<file path="src/rtl/hazard_unit_mc_if.sv">
// Pipeline <-> hazard unit signal bundle for the 5-stage RV32I core.
// The datapath (master) drives register fields, write enables and the branch/MDU
// status. The hazard unit (slave) returns forwarding selects, stall/flush enables,
// busy and a debug copy of its controller state.
// Handshake semantics: none of these signals form a valid/ready pair. Every signal
// is level-sensitive and sampled within the same cycle. The hazard unit answers
// combinationally in that cycle, so a hazard seen in cycle N stalls cycle N.
interface hazard_unit_mc_if #(
  parameter int REG_AW = 5
);
  logic [REG_AW-1:0] Rs1D, Rs2D, Rs1E, Rs2E, RdE, RdM, RdW;
  logic              RegWriteM, RegWriteW, ResultSrcEb0, PCSrcE;
  logic              mdu_start_e, mdu_done;
  logic [1:0]        ForwardAE, ForwardBE;
  logic              StallF, StallD, StallE;
  logic              FlushD, FlushE, FlushM;
  logic              busy;
  logic [1:0]        stateDbg;

  modport master (
    output Rs1D, Rs2D, Rs1E, Rs2E, RdE, RdM, RdW,
    output RegWriteM, RegWriteW, ResultSrcEb0, PCSrcE, mdu_start_e, mdu_done,
    input  ForwardAE, ForwardBE, StallF, StallD, StallE,
    input  FlushD, FlushE, FlushM, busy, stateDbg
  );

  modport slave (
    input  Rs1D, Rs2D, Rs1E, Rs2E, RdE, RdM, RdW,
    input  RegWriteM, RegWriteW, ResultSrcEb0, PCSrcE, mdu_start_e, mdu_done,
    output ForwardAE, ForwardBE, StallF, StallD, StallE,
    output FlushD, FlushE, FlushM, busy, stateDbg
  );
endinterface

</file>
<file path="src/rtl/hazard_unit_mc.sv">
// Hazard unit for the 5-stage RV32I pipeline. It provides EX-stage forwarding
// selection and branch flushing. It also runs a small controller that holds the
// front end for multi-cycle load-use stalls (LOAD_LAT bubbles) and for
// multi-cycle MDU operations parked in E.
// Optional feature macro: HAZ_PERF_CNT_EN adds saturating stall/flush cycle
// counters with a synchronous clear (perf_clr).
module hazard_unit_mc #(
  parameter int REG_AW   = 5,
  parameter int LOAD_LAT = 1,
  parameter int CNT_W    = 16
) (
  input  logic             clk,
  input  logic             reset_n,
  hazard_unit_mc_if.slave  hz
`ifdef HAZ_PERF_CNT_EN
  ,
  input  logic             perf_clr,
  output logic [CNT_W-1:0] stall_cycles,
  output logic [CNT_W-1:0] flush_cycles
`endif
);

  localparam logic [REG_AW-1:0] X0 = '0;

  if (LOAD_LAT < 1 || LOAD_LAT > 4 || CNT_W < 1) begin : gBadParam
    $error("hazard_unit_mc: LOAD_LAT must be 1..4 and CNT_W >= 1");
  end

  typedef enum logic [1:0] {
    IDLE      = 2'd0,
    LOAD_WAIT = 2'd1,
    MDU_BUSY  = 2'd2
  } state_t;

  state_t     state, stateNext;
  logic [2:0] loadCnt, loadCntNext;
  logic       loadUse;
  logic       stallF, stallD, stallE, flushD, flushE, flushM;

  // Forwarding select: the M-stage result is newer than the W-stage result, so M wins. x0 never forwards.
  always_comb begin
    hz.ForwardAE = 2'b00;
    hz.ForwardBE = 2'b00;
    if (reset_n) begin
      if (hz.Rs1E != X0 && hz.Rs1E == hz.RdM && hz.RegWriteM)      hz.ForwardAE = 2'b10;
      else if (hz.Rs1E != X0 && hz.Rs1E == hz.RdW && hz.RegWriteW) hz.ForwardAE = 2'b01;
      if (hz.Rs2E != X0 && hz.Rs2E == hz.RdM && hz.RegWriteM)      hz.ForwardBE = 2'b10;
      else if (hz.Rs2E != X0 && hz.Rs2E == hz.RdW && hz.RegWriteW) hz.ForwardBE = 2'b01;
    end
  end

  assign loadUse = hz.ResultSrcEb0 && hz.RdE != X0 &&
                   (hz.Rs1D == hz.RdE || hz.Rs2D == hz.RdE);

  // Controller state register and load-bubble counter.
  always_ff @(posedge clk or negedge reset_n) begin
    if (!reset_n) begin
      state   <= IDLE;
      loadCnt <= '0;
    end else begin
      state   <= stateNext;
      loadCnt <= loadCntNext;
    end
  end

  // Next state and stall/flush enables. The first bubble of any hazard is raised in IDLE itself.
  always_comb begin
    stateNext   = state;
    loadCntNext = loadCnt;
    stallF = 1'b0;
    stallD = 1'b0;
    stallE = 1'b0;
    flushD = 1'b0;
    flushE = 1'b0;
    flushM = 1'b0;
    case (state)
      IDLE: begin
        if (hz.PCSrcE) begin
          flushD = 1'b1;
          flushE = 1'b1;
        end else if (loadUse) begin
          stallF = 1'b1;
          stallD = 1'b1;
          flushE = 1'b1;
          if (LOAD_LAT > 1) begin
            stateNext   = LOAD_WAIT;
            loadCntNext = 3'(LOAD_LAT - 1);
          end
        end else if (hz.mdu_start_e && !hz.mdu_done) begin
          stallF = 1'b1;
          stallD = 1'b1;
          stallE = 1'b1;
          flushM = 1'b1;
          stateNext = MDU_BUSY;
        end
      end
      LOAD_WAIT: begin
        stallF = 1'b1;
        stallD = 1'b1;
        flushE = 1'b1;
        if (loadCnt <= 3'd1) begin
          stateNext   = IDLE;
          loadCntNext = '0;
        end else begin
          loadCntNext = loadCnt - 3'd1;
        end
      end
      MDU_BUSY: begin
        // E holds the MDU op, so a branch resolved there cannot be real yet.
        if (hz.mdu_done) begin
          stateNext = IDLE;
        end else begin
          stallF = 1'b1;
          stallD = 1'b1;
          stallE = 1'b1;
          flushM = 1'b1;
        end
      end
      default: begin
        stateNext   = IDLE;
        loadCntNext = '0;
      end
    endcase
  end

  // Outputs are held low while reset is asserted, independent of the clock.
  always_comb begin
    hz.StallF   = reset_n & stallF;
    hz.StallD   = reset_n & stallD;
    hz.StallE   = reset_n & stallE;
    hz.FlushD   = reset_n & flushD;
    hz.FlushE   = reset_n & flushE;
    hz.FlushM   = reset_n & flushM;
    hz.busy     = reset_n & (state == LOAD_WAIT || state == MDU_BUSY);
    hz.stateDbg = state;
  end

`ifdef HAZ_PERF_CNT_EN
  // Saturating performance counters. A clear takes precedence over an increment in the same cycle.
  always_ff @(posedge clk or negedge reset_n) begin
    if (!reset_n) begin
      stall_cycles <= '0;
      flush_cycles <= '0;
    end else if (perf_clr) begin
      stall_cycles <= '0;
      flush_cycles <= '0;
    end else begin
      if (hz.StallF && !(&stall_cycles)) stall_cycles <= stall_cycles + 1'b1;
      if ((hz.FlushD || hz.FlushE || hz.FlushM) && !(&flush_cycles))
        flush_cycles <= flush_cycles + 1'b1;
    end
  end
`endif

endmodule

</file>
<file path="src/flat_wrapper.sv">
// flat-port wrapper written by rule: the top's interface ports become plain ports
module hazard_unit_mc_flat 
#(
  parameter int REG_AW   = 5,
  parameter int LOAD_LAT = 1,
  parameter int CNT_W    = 16
)
  (clk, reset_n, hz_Rs1D, hz_Rs2D, hz_Rs1E, hz_Rs2E, hz_RdE, hz_RdM, hz_RdW, hz_RegWriteM, hz_RegWriteW, hz_ResultSrcEb0, hz_PCSrcE, hz_mdu_start_e, hz_mdu_done, hz_ForwardAE, hz_ForwardBE, hz_StallF, hz_StallD, hz_StallE, hz_FlushD, hz_FlushE, hz_FlushM, hz_busy, hz_stateDbg);
  hazard_unit_mc_if #(.REG_AW(REG_AW)) hz_i ();
  input  logic clk;
  input  logic reset_n;
  input wire logic [$bits(hz_i.Rs1D)-1:0] hz_Rs1D;
  input wire logic [$bits(hz_i.Rs2D)-1:0] hz_Rs2D;
  input wire logic [$bits(hz_i.Rs1E)-1:0] hz_Rs1E;
  input wire logic [$bits(hz_i.Rs2E)-1:0] hz_Rs2E;
  input wire logic [$bits(hz_i.RdE)-1:0] hz_RdE;
  input wire logic [$bits(hz_i.RdM)-1:0] hz_RdM;
  input wire logic [$bits(hz_i.RdW)-1:0] hz_RdW;
  input wire logic [$bits(hz_i.RegWriteM)-1:0] hz_RegWriteM;
  input wire logic [$bits(hz_i.RegWriteW)-1:0] hz_RegWriteW;
  input wire logic [$bits(hz_i.ResultSrcEb0)-1:0] hz_ResultSrcEb0;
  input wire logic [$bits(hz_i.PCSrcE)-1:0] hz_PCSrcE;
  input wire logic [$bits(hz_i.mdu_start_e)-1:0] hz_mdu_start_e;
  input wire logic [$bits(hz_i.mdu_done)-1:0] hz_mdu_done;
  output wire logic [$bits(hz_i.ForwardAE)-1:0] hz_ForwardAE;
  output wire logic [$bits(hz_i.ForwardBE)-1:0] hz_ForwardBE;
  output wire logic [$bits(hz_i.StallF)-1:0] hz_StallF;
  output wire logic [$bits(hz_i.StallD)-1:0] hz_StallD;
  output wire logic [$bits(hz_i.StallE)-1:0] hz_StallE;
  output wire logic [$bits(hz_i.FlushD)-1:0] hz_FlushD;
  output wire logic [$bits(hz_i.FlushE)-1:0] hz_FlushE;
  output wire logic [$bits(hz_i.FlushM)-1:0] hz_FlushM;
  output wire logic [$bits(hz_i.busy)-1:0] hz_busy;
  output wire logic [$bits(hz_i.stateDbg)-1:0] hz_stateDbg;
  assign hz_i.Rs1D = hz_Rs1D;
  assign hz_i.Rs2D = hz_Rs2D;
  assign hz_i.Rs1E = hz_Rs1E;
  assign hz_i.Rs2E = hz_Rs2E;
  assign hz_i.RdE = hz_RdE;
  assign hz_i.RdM = hz_RdM;
  assign hz_i.RdW = hz_RdW;
  assign hz_i.RegWriteM = hz_RegWriteM;
  assign hz_i.RegWriteW = hz_RegWriteW;
  assign hz_i.ResultSrcEb0 = hz_ResultSrcEb0;
  assign hz_i.PCSrcE = hz_PCSrcE;
  assign hz_i.mdu_start_e = hz_mdu_start_e;
  assign hz_i.mdu_done = hz_mdu_done;
  assign hz_ForwardAE = hz_i.ForwardAE;
  assign hz_ForwardBE = hz_i.ForwardBE;
  assign hz_StallF = hz_i.StallF;
  assign hz_StallD = hz_i.StallD;
  assign hz_StallE = hz_i.StallE;
  assign hz_FlushD = hz_i.FlushD;
  assign hz_FlushE = hz_i.FlushE;
  assign hz_FlushM = hz_i.FlushM;
  assign hz_busy = hz_i.busy;
  assign hz_stateDbg = hz_i.stateDbg;
  hazard_unit_mc #(.REG_AW(REG_AW), .LOAD_LAT(LOAD_LAT), .CNT_W(CNT_W)) u_core (.clk(clk), .reset_n(reset_n), .hz(hz_i));
endmodule
</file>
<file path="config.mk">
export PLATFORM = sky130hd
export DESIGN_NAME = hazard_unit_mc_flat
export DESIGN_NICKNAME = d
export VERILOG_FILES = /design/src/rtl/hazard_unit_mc_if.sv /design/src/rtl/hazard_unit_mc.sv /design/src/flat_wrapper.sv
export SDC_FILE = /design/constraint.sdc
export NUM_CORES = 1
export LEC_CHECK = 0
export ABC_CLOCK_PERIOD_IN_PS = 1900
export CAP_MARGIN = 0
export CORE_UTILIZATION = 26
export DETAILED_ROUTE_END_ITERATION = 7
export GPL_ROUTABILITY_DRIVEN = 0
export PLACE_DENSITY = 0.75
export SLEW_MARGIN = 20
export SYNTH_ARGS = -nofsm -noshare
export SYNTH_HDL_FRONTEND = slang
export SYNTH_SLANG_ARGS = --single-unit
</file>
<file path="constraint.sdc">
create_clock -name clk -period 1.9 [get_ports clk]
set_clock_uncertainty 0.15 [all_clocks]
set_input_delay 0.38 -clock clk [delete_from_list [all_inputs] [get_ports clk]]
set_output_delay 0.38 -clock clk [all_outputs]
set_load 0.1 [all_outputs]
</file>
==> flow_metrics.env, run 1 <==
export IMPL_rsz0062_at_grt="true"
export IMPL_antenna_left=0
export IMPL_fin_setup_tns_ns=-3.14
export IMPL_cp_slowest_cell="or4_4"
export IMPL_synth_area_um2=568
export IMPL_synth_mux_area_frac=0
export IMPL_synth_edff_count=0
export IMPL_fin_ws_ns=-0.455
export IMPL_hp_class="input port to async pin"
export IMPL_postSynth_asyncResetShare=1.00
export IMPL_synth_adder_area_share=0
export IMPL_finalCritPeriodShare=1.24
export IMPL_fin_nets=191
export IMPL_required_ns=1.37
export IMPL_leakage_nw=0.665
export IMPL_fill_cells=130
export IMPL_num_rows=16
export IMPL_drc=0
export IMPL_yosys_area_share_xor_xnor=0.463
export IMPL_dp_slack_ns=-0.806
export IMPL_place_inst=168
export IMPL_violations="setup timing"
export IMPL_cell_internal_pwr_mw=0.227
export IMPL_yosys_area_top_type="xnor2_1"
export IMPL_final_util=0.804
export IMPL_grt_first_pass_wirelength_um=4180
export IMPL_cp_max_fo=2
export IMPL_crit_reg2reg_capture="u_core.hz.stateDbg[1]$_DFFE_PN0P_"
export IMPL_yosys_warnings=0
export IMPL_ys_ff_latch=1
export IMPL_core_area_um2=2000
export IMPL_track_usage=0.221
export IMPL_netSwitchingFraction=0.483
export IMPL_antenna_found_initial=0
export IMPL_drt_iter0_markers=4
export IMPL_post_synth_main_area_contributors="xnor2_1, xor2_1, dfrtp_1"
export IMPL_route_met2_wl_um=1440
export IMPL_first_pass_iters=3
export IMPL_crit_type="input port to primary output"
export IMPL_combPwrFrac=0.930
export IMPL_ioPinCount=56
export IMPL_insertion_delay_ns=0
export IMPL_wl_met1_um=892
export IMPL_dp_hpwl_um=2010
export IMPL_yosys_area_top_type_share=0.401
export IMPL_worstRegToRegCells=3
export IMPL_whs_ns=0.297
export IMPL_placed_area_um2=1490
export IMPL_num_vias=789
export IMPL_final_cells=173
export IMPL_synth_fp_nets=113
export IMPL_pwr_share_clk=0
export IMPL_power_density_nw_per_um2=273
export IMPL_io_buffers=54
export IMPL_peakVddDrop_v=0.000176
export IMPL_max_stage_delay_ns=0.53
export IMPL_cp_startpoint="hz_RdE[4]"
export IMPL_cts_hold_buf=0
export IMPL_synthFlopType="dfrtp_1"
export IMPL_wl_met3_um=86
export IMPL_p_total_mw=0.439
export IMPL_synthTopCellsByCount="xnor2_1, nand3_1, nand4_1, xor2_1"
export IMPL_cts_clk_slew_worst_paths_ns=0
export IMPL_rrSetupSlack_ns=0.55
export IMPL_worstPathCellList="buf_6 > or4_4 > o21ai_4 > nor2_4 > a211oi_4 > buf_12"
export IMPL_multi_input_area_um2=708
export IMPL_finalCriticalPeriod_ns=2.35
export IMPL_top_layer="met4"
export IMPL_hold_violations=0
export IMPL_die_area_um2=2380
export IMPL_drive_gt1_frac=0.582
export IMPL_ys_seq_area_frac=0.0441
export IMPL_drv_slew=0
export IMPL_yosysMostFrequentCell="xnor2_1"
export IMPL_synth_top_family_by_area="XOR/XNOR gates"
export IMPL_synthToLayoutAreaGrowth_pct=183
export IMPL_power_switching_mw=0.212
export IMPL_avgSynthCellArea_um2=8.11
export IMPL_reg2reg_from="u_core.hz.stateDbg[1]$_DFFE_PN0P_"
export IMPL_startpoint_type="input port"
export IMPL_avgRoutedWirePerCell_um=14.2
export IMPL_grt_pass1_vias=898
export IMPL_wirelength_um=2450
export IMPL_arrival_ns=1.82
export IMPL_drv_cap=0
export IMPL_setup_viol=9
export IMPL_max_freq_mhz=425
export IMPL_largest_register_ffs=1
export IMPL_grt_max_degree=8
export IMPL_synthDistinctLibCells=26
export IMPL_die_w_um=48.7
export IMPL_die_height_um=48.7
export IMPL_synth_compound_area_share=0.0991
export IMPL_syn_inst=70
export IMPL_fin_area_um2=1610
export IMPL_start_util=0.284
export IMPL_critPathTopFamily="simple AND/OR/NAND/NOR gates"
export IMPL_avgViaCountPerCell=4.56
export IMPL_overflow=0
export IMPL_seqPwrFrac=0.070
export IMPL_status="complete, but fails checks"
export IMPL_path_buf_inv=2
export IMPL_endpoint_kind="primary output"
export IMPL_final_seq_area_um2=28.8
export IMPL_antenna_cells=0
export IMPL_yosys_area_share_simple=0.341
-- worst max path at each step --
stage | slack [ns] | cells after the start | to
2_1_floorplan | -1.01 | 5 | hz_StallE
3_3_place_gp | -0.74 | 6 | hz_FlushM
3_5_place_dp | -0.81 | 6 | hz_StallE
4_1_cts | -0.47 | 6 | hz_StallE
5_1_grt | -0.48 | 6 | hz_StallE
6_report | -0.45 | 6 | hz_StallE
-- cells by family after synthesis --
family,count (synthesis)
XOR/XNOR,30
AND/OR/NAND/NOR,27
AO/OA/AOI/OAI,7
buffers and inverters,4
flip-flops,1
other,1
-- power groups by stage --
stage          clock (mW)  sequential (mW)  combinational [mW]
2_1_floorplan           0           0.0392               0.185
4_1_cts                 0           0.0309               0.396
3_5_place_dp            0           0.0297               0.389
5_1_grt                 0           0.0313               0.429
3_3_place_gp            0           0.0294               0.382
6_report                0           0.0309               0.408
-- what timing repair did --
action	in CTS	in global routing
endpoints found under the setup margin	11	9
pin swaps	29	20
cloned	0	0
hold endpoints to repair	0	0
setup buffers	3	3
resized for setup	109	17
-- metal layers --
layer | track usage | vias to the layer above
met3 | 0.00943 | 4
met4 | 0.0245 | 0
met1 | 0.243 | 358
met5 | 0 | -
met2 | 0.463 | 34
li1 | - | 393
-- layout make-up --
| type | count | share of cell area |
|---|---|---|
| Tap cell | 27 | 0.0210 |
| Timing Repair Buffer | 79 | 0.519 |
| Sequential cell | 1 | 0.0179 |
| Multi-Input combinational cell | 65 | 0.440 |
| Inverter | 1 | 0.00233 |
-- placed cells by master (no fill, tap or decap), drive strengths merged, types with 2 or more instances in the layout --
master         synthesis  routed
nor4                   5       5
nand3                  4       4
dlygate4sd2            0      18
xnor2                 26      26
nand2                  2       2
and2                   3       3
dlymetal6s2s           0       2
clkdlybuf4s50          0       4
xor2                   4       4
clkbuf                 0       2
or4                    3       3
nand4                  4       4
buf                    3      53
nor2                   3       3
(Power assumes the default switching activity.)
==> run 2, diff against run 1 <==
--- a/config.mk
+++ b/config.mk
@@ -7,11 +7,12 @@
 export LEC_CHECK = 0
 export ABC_CLOCK_PERIOD_IN_PS = 1900
 export CAP_MARGIN = 0
+export CORE_ASPECT_RATIO = 1.5
 export CORE_UTILIZATION = 26
 export DETAILED_ROUTE_END_ITERATION = 7
 export GPL_ROUTABILITY_DRIVEN = 0
 export PLACE_DENSITY = 0.75
-export SLEW_MARGIN = 20
+export SLEW_MARGIN = 25
 export SYNTH_ARGS = -nofsm -noshare
 export SYNTH_HDL_FRONTEND = slang
 export SYNTH_SLANG_ARGS = --single-unit
==> flow_metrics.env, run 2 (synthesis results as in run 1) <==
export IMPL_antenna_found_initial=0
export IMPL_io_buffers=54
export IMPL_avgRoutedWirePerCell_um=13.4
export IMPL_avgViaCountPerCell=4.77
export IMPL_cts_clk_slew_worst_paths_ns=0
export IMPL_drv_cap=0
export IMPL_drc=0
export IMPL_peakVddDrop_v=0.000161
export IMPL_die_height_um=59.2
export IMPL_hold_violations=0
export IMPL_fin_ws_ns=-0.436
export IMPL_antenna_cells=0
export IMPL_endpoint_kind="primary output"
export IMPL_whs_ns=0.287
export IMPL_grt_first_pass_wirelength_um=3510
export IMPL_fin_nets=191
export IMPL_insertion_delay_ns=0
export IMPL_grt_pass1_vias=863
export IMPL_grt_max_degree=8
export IMPL_cp_max_fo=2
export IMPL_finalCritPeriodShare=1.23
export IMPL_die_area_um2=2380
export IMPL_arrival_ns=1.81
export IMPL_core_area_um2=2050
export IMPL_synthToLayoutAreaGrowth_pct=187
export IMPL_max_freq_mhz=428
export IMPL_hp_class="input port to async pin"
export IMPL_leakage_nw=0.682
export IMPL_rsz0062_at_grt="true"
export IMPL_antenna_left=0
export IMPL_die_w_um=40.2
export IMPL_num_vias=802
export IMPL_finalCriticalPeriod_ns=2.34
export IMPL_p_total_mw=0.442
export IMPL_start_util=0.277
export IMPL_dp_hpwl_um=1960
export IMPL_power_density_nw_per_um2=271
export IMPL_overflow=0
export IMPL_setup_viol=9
export IMPL_violations="setup timing"
export IMPL_status="complete, but fails checks"
export IMPL_startpoint_type="input port"
export IMPL_drt_iter0_markers=3
export IMPL_required_ns=1.37
export IMPL_num_rows=20
export IMPL_fill_cells=143
export IMPL_first_pass_iters=2
export IMPL_crit_type="input port to primary output"
export IMPL_drv_slew=0
export IMPL_ioPinCount=56
export IMPL_track_usage=0.206
export IMPL_final_common_cell="buf_4"
export IMPL_most_common_layout_cells="buf_4, xnor2_1, buf_12, dlygate4sd2_1, buf_6"
export IMPL_wirelength_um=2240
export IMPL_drive_gt1_frac=0.575
export IMPL_largest_register_ffs=1
run 2: path summary, 6_finish.rpt:
kind                                              startpoint                           endpoint  slack [ns]  depth (start not counted)
hold / removal                                       reset_n  u_core.hz.stateDbg[1]$_DFFE_PN0P_        0.29                          2
hold reg to reg            u_core.hz.stateDbg[1]$_DFFE_PN0P_  u_core.hz.stateDbg[1]$_DFFE_PN0P_        0.62                          2
min in group clk           u_core.hz.stateDbg[1]$_DFFE_PN0P_  u_core.hz.stateDbg[1]$_DFFE_PN0P_        0.62                          2
setup / recovery                                   hz_RdE[0]                          hz_StallE       -0.44                          6
setup reg to reg           u_core.hz.stateDbg[1]$_DFFE_PN0P_  u_core.hz.stateDbg[1]$_DFFE_PN0P_        0.57                          3
max in group asynchronous                            reset_n  u_core.hz.stateDbg[1]$_DFFE_PN0P_        1.19                          2
run 2: layer usage:
layer / part of all wire / vias to the layer above / GRT usage
li1: - / 394 / -
met1: 0.30 / 368 / 0.185
met2: 0.62 / 40 / 0.452
met3: 0.080 / 0 / 0.0263
met4: 0 / 0 / 0
met5: 0 / - / 0
run 2: power breakdown:
part           switching, mW  leakage, nW  internal [mW]  total (mW)
registers            0.00606       0.0116         0.0243      0.0304
logic                  0.203        0.670          0.208       0.411
clock network              0            0              0           0
total                  0.209        0.682          0.232       0.442
run 2: metrics by stage:
stage               TNS [ns]  area [um2]  cells  setup WS [ns]  utilization
finish                 -3.09        1630    168         -0.436        0.795
floorplan              -4.69         692     70          -1.01            -
detailed placement     -6.43        1500    165         -0.810        0.730
global placement       -6.04        1500    165         -0.759        0.730
CTS                    -3.28        1590    166         -0.449        0.776
global route           -3.44        1630    168         -0.473        0.795
run 2: cell type report:
cell class / instances / area (um2) / share of cell area
Multi-Input combinational cell: 65 / 711 / 0.436
Sequential cell: 1 / 28.8 / 0.0177
Inverter: 1 / 3.75 / 0.00230
Timing Repair Buffer: 79 / 860 / 0.527
Tap cell: 22 / 27.5 / 0.0169
run 2: repair_timing:
item	in CTS	in global routing
endpoints found under the setup margin	11	10
gates resized for setup	109	8
hold buffers	0	0
pin swaps	29	19
buffers inserted	2	2
run 2: critical path: stages:
cell,delay (ns)
buf_6,0.09
or4_4,0.53
o21ai_4,0.17
nor2_4,0.06
a211oi_4,0.35
buf_12,0.22
==> run 3, diff against run 2 <==
--- a/config.mk
+++ b/config.mk
@@ -8,9 +8,11 @@
 export ABC_CLOCK_PERIOD_IN_PS = 1900
 export CAP_MARGIN = 0
 export CORE_ASPECT_RATIO = 1.5
+export CORE_MARGIN = 1.5
 export CORE_UTILIZATION = 26
 export DETAILED_ROUTE_END_ITERATION = 7
 export GPL_ROUTABILITY_DRIVEN = 0
+export MAX_ROUTING_LAYER = met4
 export PLACE_DENSITY = 0.75
 export SLEW_MARGIN = 25
 export SYNTH_ARGS = -nofsm -noshare
==> flow_metrics.env, run 3 (synthesis results as in run 1) <==
export IMPL_status="complete, but fails checks"
export IMPL_violations="setup timing"
export IMPL_num_rows=20
export IMPL_fin_setup_tns_ns=-3.19
export IMPL_wl_met1_um=815
export IMPL_crit_type="input port to primary output"
export IMPL_wl_met3_um=150
export IMPL_multi_input_area_um2=718
export IMPL_avgRoutedWirePerCell_um=14.7
export IMPL_power_density_nw_per_um2=272
export IMPL_num_vias=812
export IMPL_fin_area_um2=1670
export IMPL_track_usage=0.219
export IMPL_max_freq_mhz=426
export IMPL_synthToLayoutAreaGrowth_pct=193
export IMPL_drt_iter0_markers=4
export IMPL_grt_first_pass_wirelength_um=3750
export IMPL_dp_hpwl_um=2000
export IMPL_drive_gt1_frac=0.589
export IMPL_grt_pass1_vias=896
export IMPL_drv_cap=0
export IMPL_largest_register_ffs=1
export IMPL_drv_slew=0
export IMPL_peakVddDrop_v=0.000142
export IMPL_leakage_nw=0.728
export IMPL_final_cells=168
export IMPL_top_layer="met3"
export IMPL_startpoint_type="input port"
export IMPL_most_common_layout_cells="buf_4, xnor2_1, buf_12, buf_6"
export IMPL_final_seq_area_um2=28.8
export IMPL_hp_class="input port to async pin"
export IMPL_cts_clk_slew_worst_paths_ns=0
export IMPL_antenna_cells=0
export IMPL_place_inst=165
export IMPL_insertion_delay_ns=0
export IMPL_wirelength_um=2470
export IMPL_final_util=0.812
export IMPL_setup_viol=9
export IMPL_io_buffers=54
export IMPL_placed_area_um2=1500
export IMPL_fill_cells=134
export IMPL_die_height_um=60.2
export IMPL_required_ns=1.37
export IMPL_fin_ws_ns=-0.450
export IMPL_avgViaCountPerCell=4.83
export IMPL_cp_max_fo=2
export IMPL_final_common_cell="buf_4"
export IMPL_antenna_found_initial=0
export IMPL_fin_nets=191
export IMPL_die_area_um2=2480
export IMPL_finalCriticalPeriod_ns=2.35
export IMPL_grt_max_degree=8
export IMPL_drc=0
export IMPL_core_area_um2=2050
export IMPL_die_w_um=41.2
export IMPL_finalCritPeriodShare=1.24
export IMPL_rsz0062_at_grt="true"
export IMPL_endpoint_kind="primary output"
export IMPL_start_util=0.277
export IMPL_route_met2_wl_um=1500
export IMPL_antenna_left=0
export IMPL_ioPinCount=56
export IMPL_arrival_ns=1.82
export IMPL_overflow=0
export IMPL_hold_violations=0
export IMPL_first_pass_iters=3
==> run 3: layout make-up <==
type                            count  area share
Inverter                            1     0.00225
Timing Repair Buffer               79       0.533
Multi-Input combinational cell     65       0.431
Tap cell                           22      0.0165
Sequential cell                     1      0.0173
==> run 3: repair_timing <==
| action | in CTS | in global routing |
|---|---|---|
| pin swaps | 24 | 20 |
| hold buffers | 0 | 0 |
| endpoints found under the setup margin | 11 | 10 |
| buffers inserted | 2 | 2 |
| gates resized for setup | 103 | 25 |
==> run 3: metal layers <==
layer,vias up,global-route usage
li1,395,-
met1,378,0.192
met2,39,0.462
met3,0,0.0149
met4,0,0.0230
met5,-,-
==> run 3: metrics by stage <==
stage	total power [mW]	setup WS, ns	hold WS, ns
after floorplan	0.225	-1.01	-0.0656
after global placement	0.415	-0.759	0.545
after detailed placement	0.423	-0.817	0.549
after CTS	0.440	-0.463	0.309
after global routing	0.476	-0.487	0.299
final	0.454	-0.450	0.270
==> run 3: worst max-delay path, cell delays in order <==
cell      delay [ns]
buf_6           0.09
or4_4           0.53
o21ai_4         0.18
nor2_4          0.06
a211oi_4        0.35
buf_12          0.22
==> run 3: path summary, 6_finish.rpt <==
kind | slack [ns] | end | start | depth (start not counted)
max | -0.45 | hz_FlushM | hz_RdE[4] | 6
min | 0.27 | u_core.hz.stateDbg[1]$_DFFE_PN0P_ | reset_n | 2
max reg2reg | 0.65 | u_core.hz.stateDbg[1]$_DFFE_PN0P_ | u_core.hz.stateDbg[1]$_DFFE_PN0P_ | 2
min reg2reg | 0.74 | u_core.hz.stateDbg[1]$_DFFE_PN0P_ | u_core.hz.stateDbg[1]$_DFFE_PN0P_ | 2
max in group asynchronous | 1.21 | u_core.hz.stateDbg[1]$_DFFE_PN0P_ | reset_n | 2
min in group clk | 0.74 | u_core.hz.stateDbg[1]$_DFFE_PN0P_ | u_core.hz.stateDbg[1]$_DFFE_PN0P_ | 2
==> run 3: where the power goes <==
group	switching (mW)	internal, mW	total, mW
Clock	0	0	0
Combinational	0.207	0.216	0.423
Sequential	0.00644	0.0243	0.0308
Total	0.214	0.240	0.454
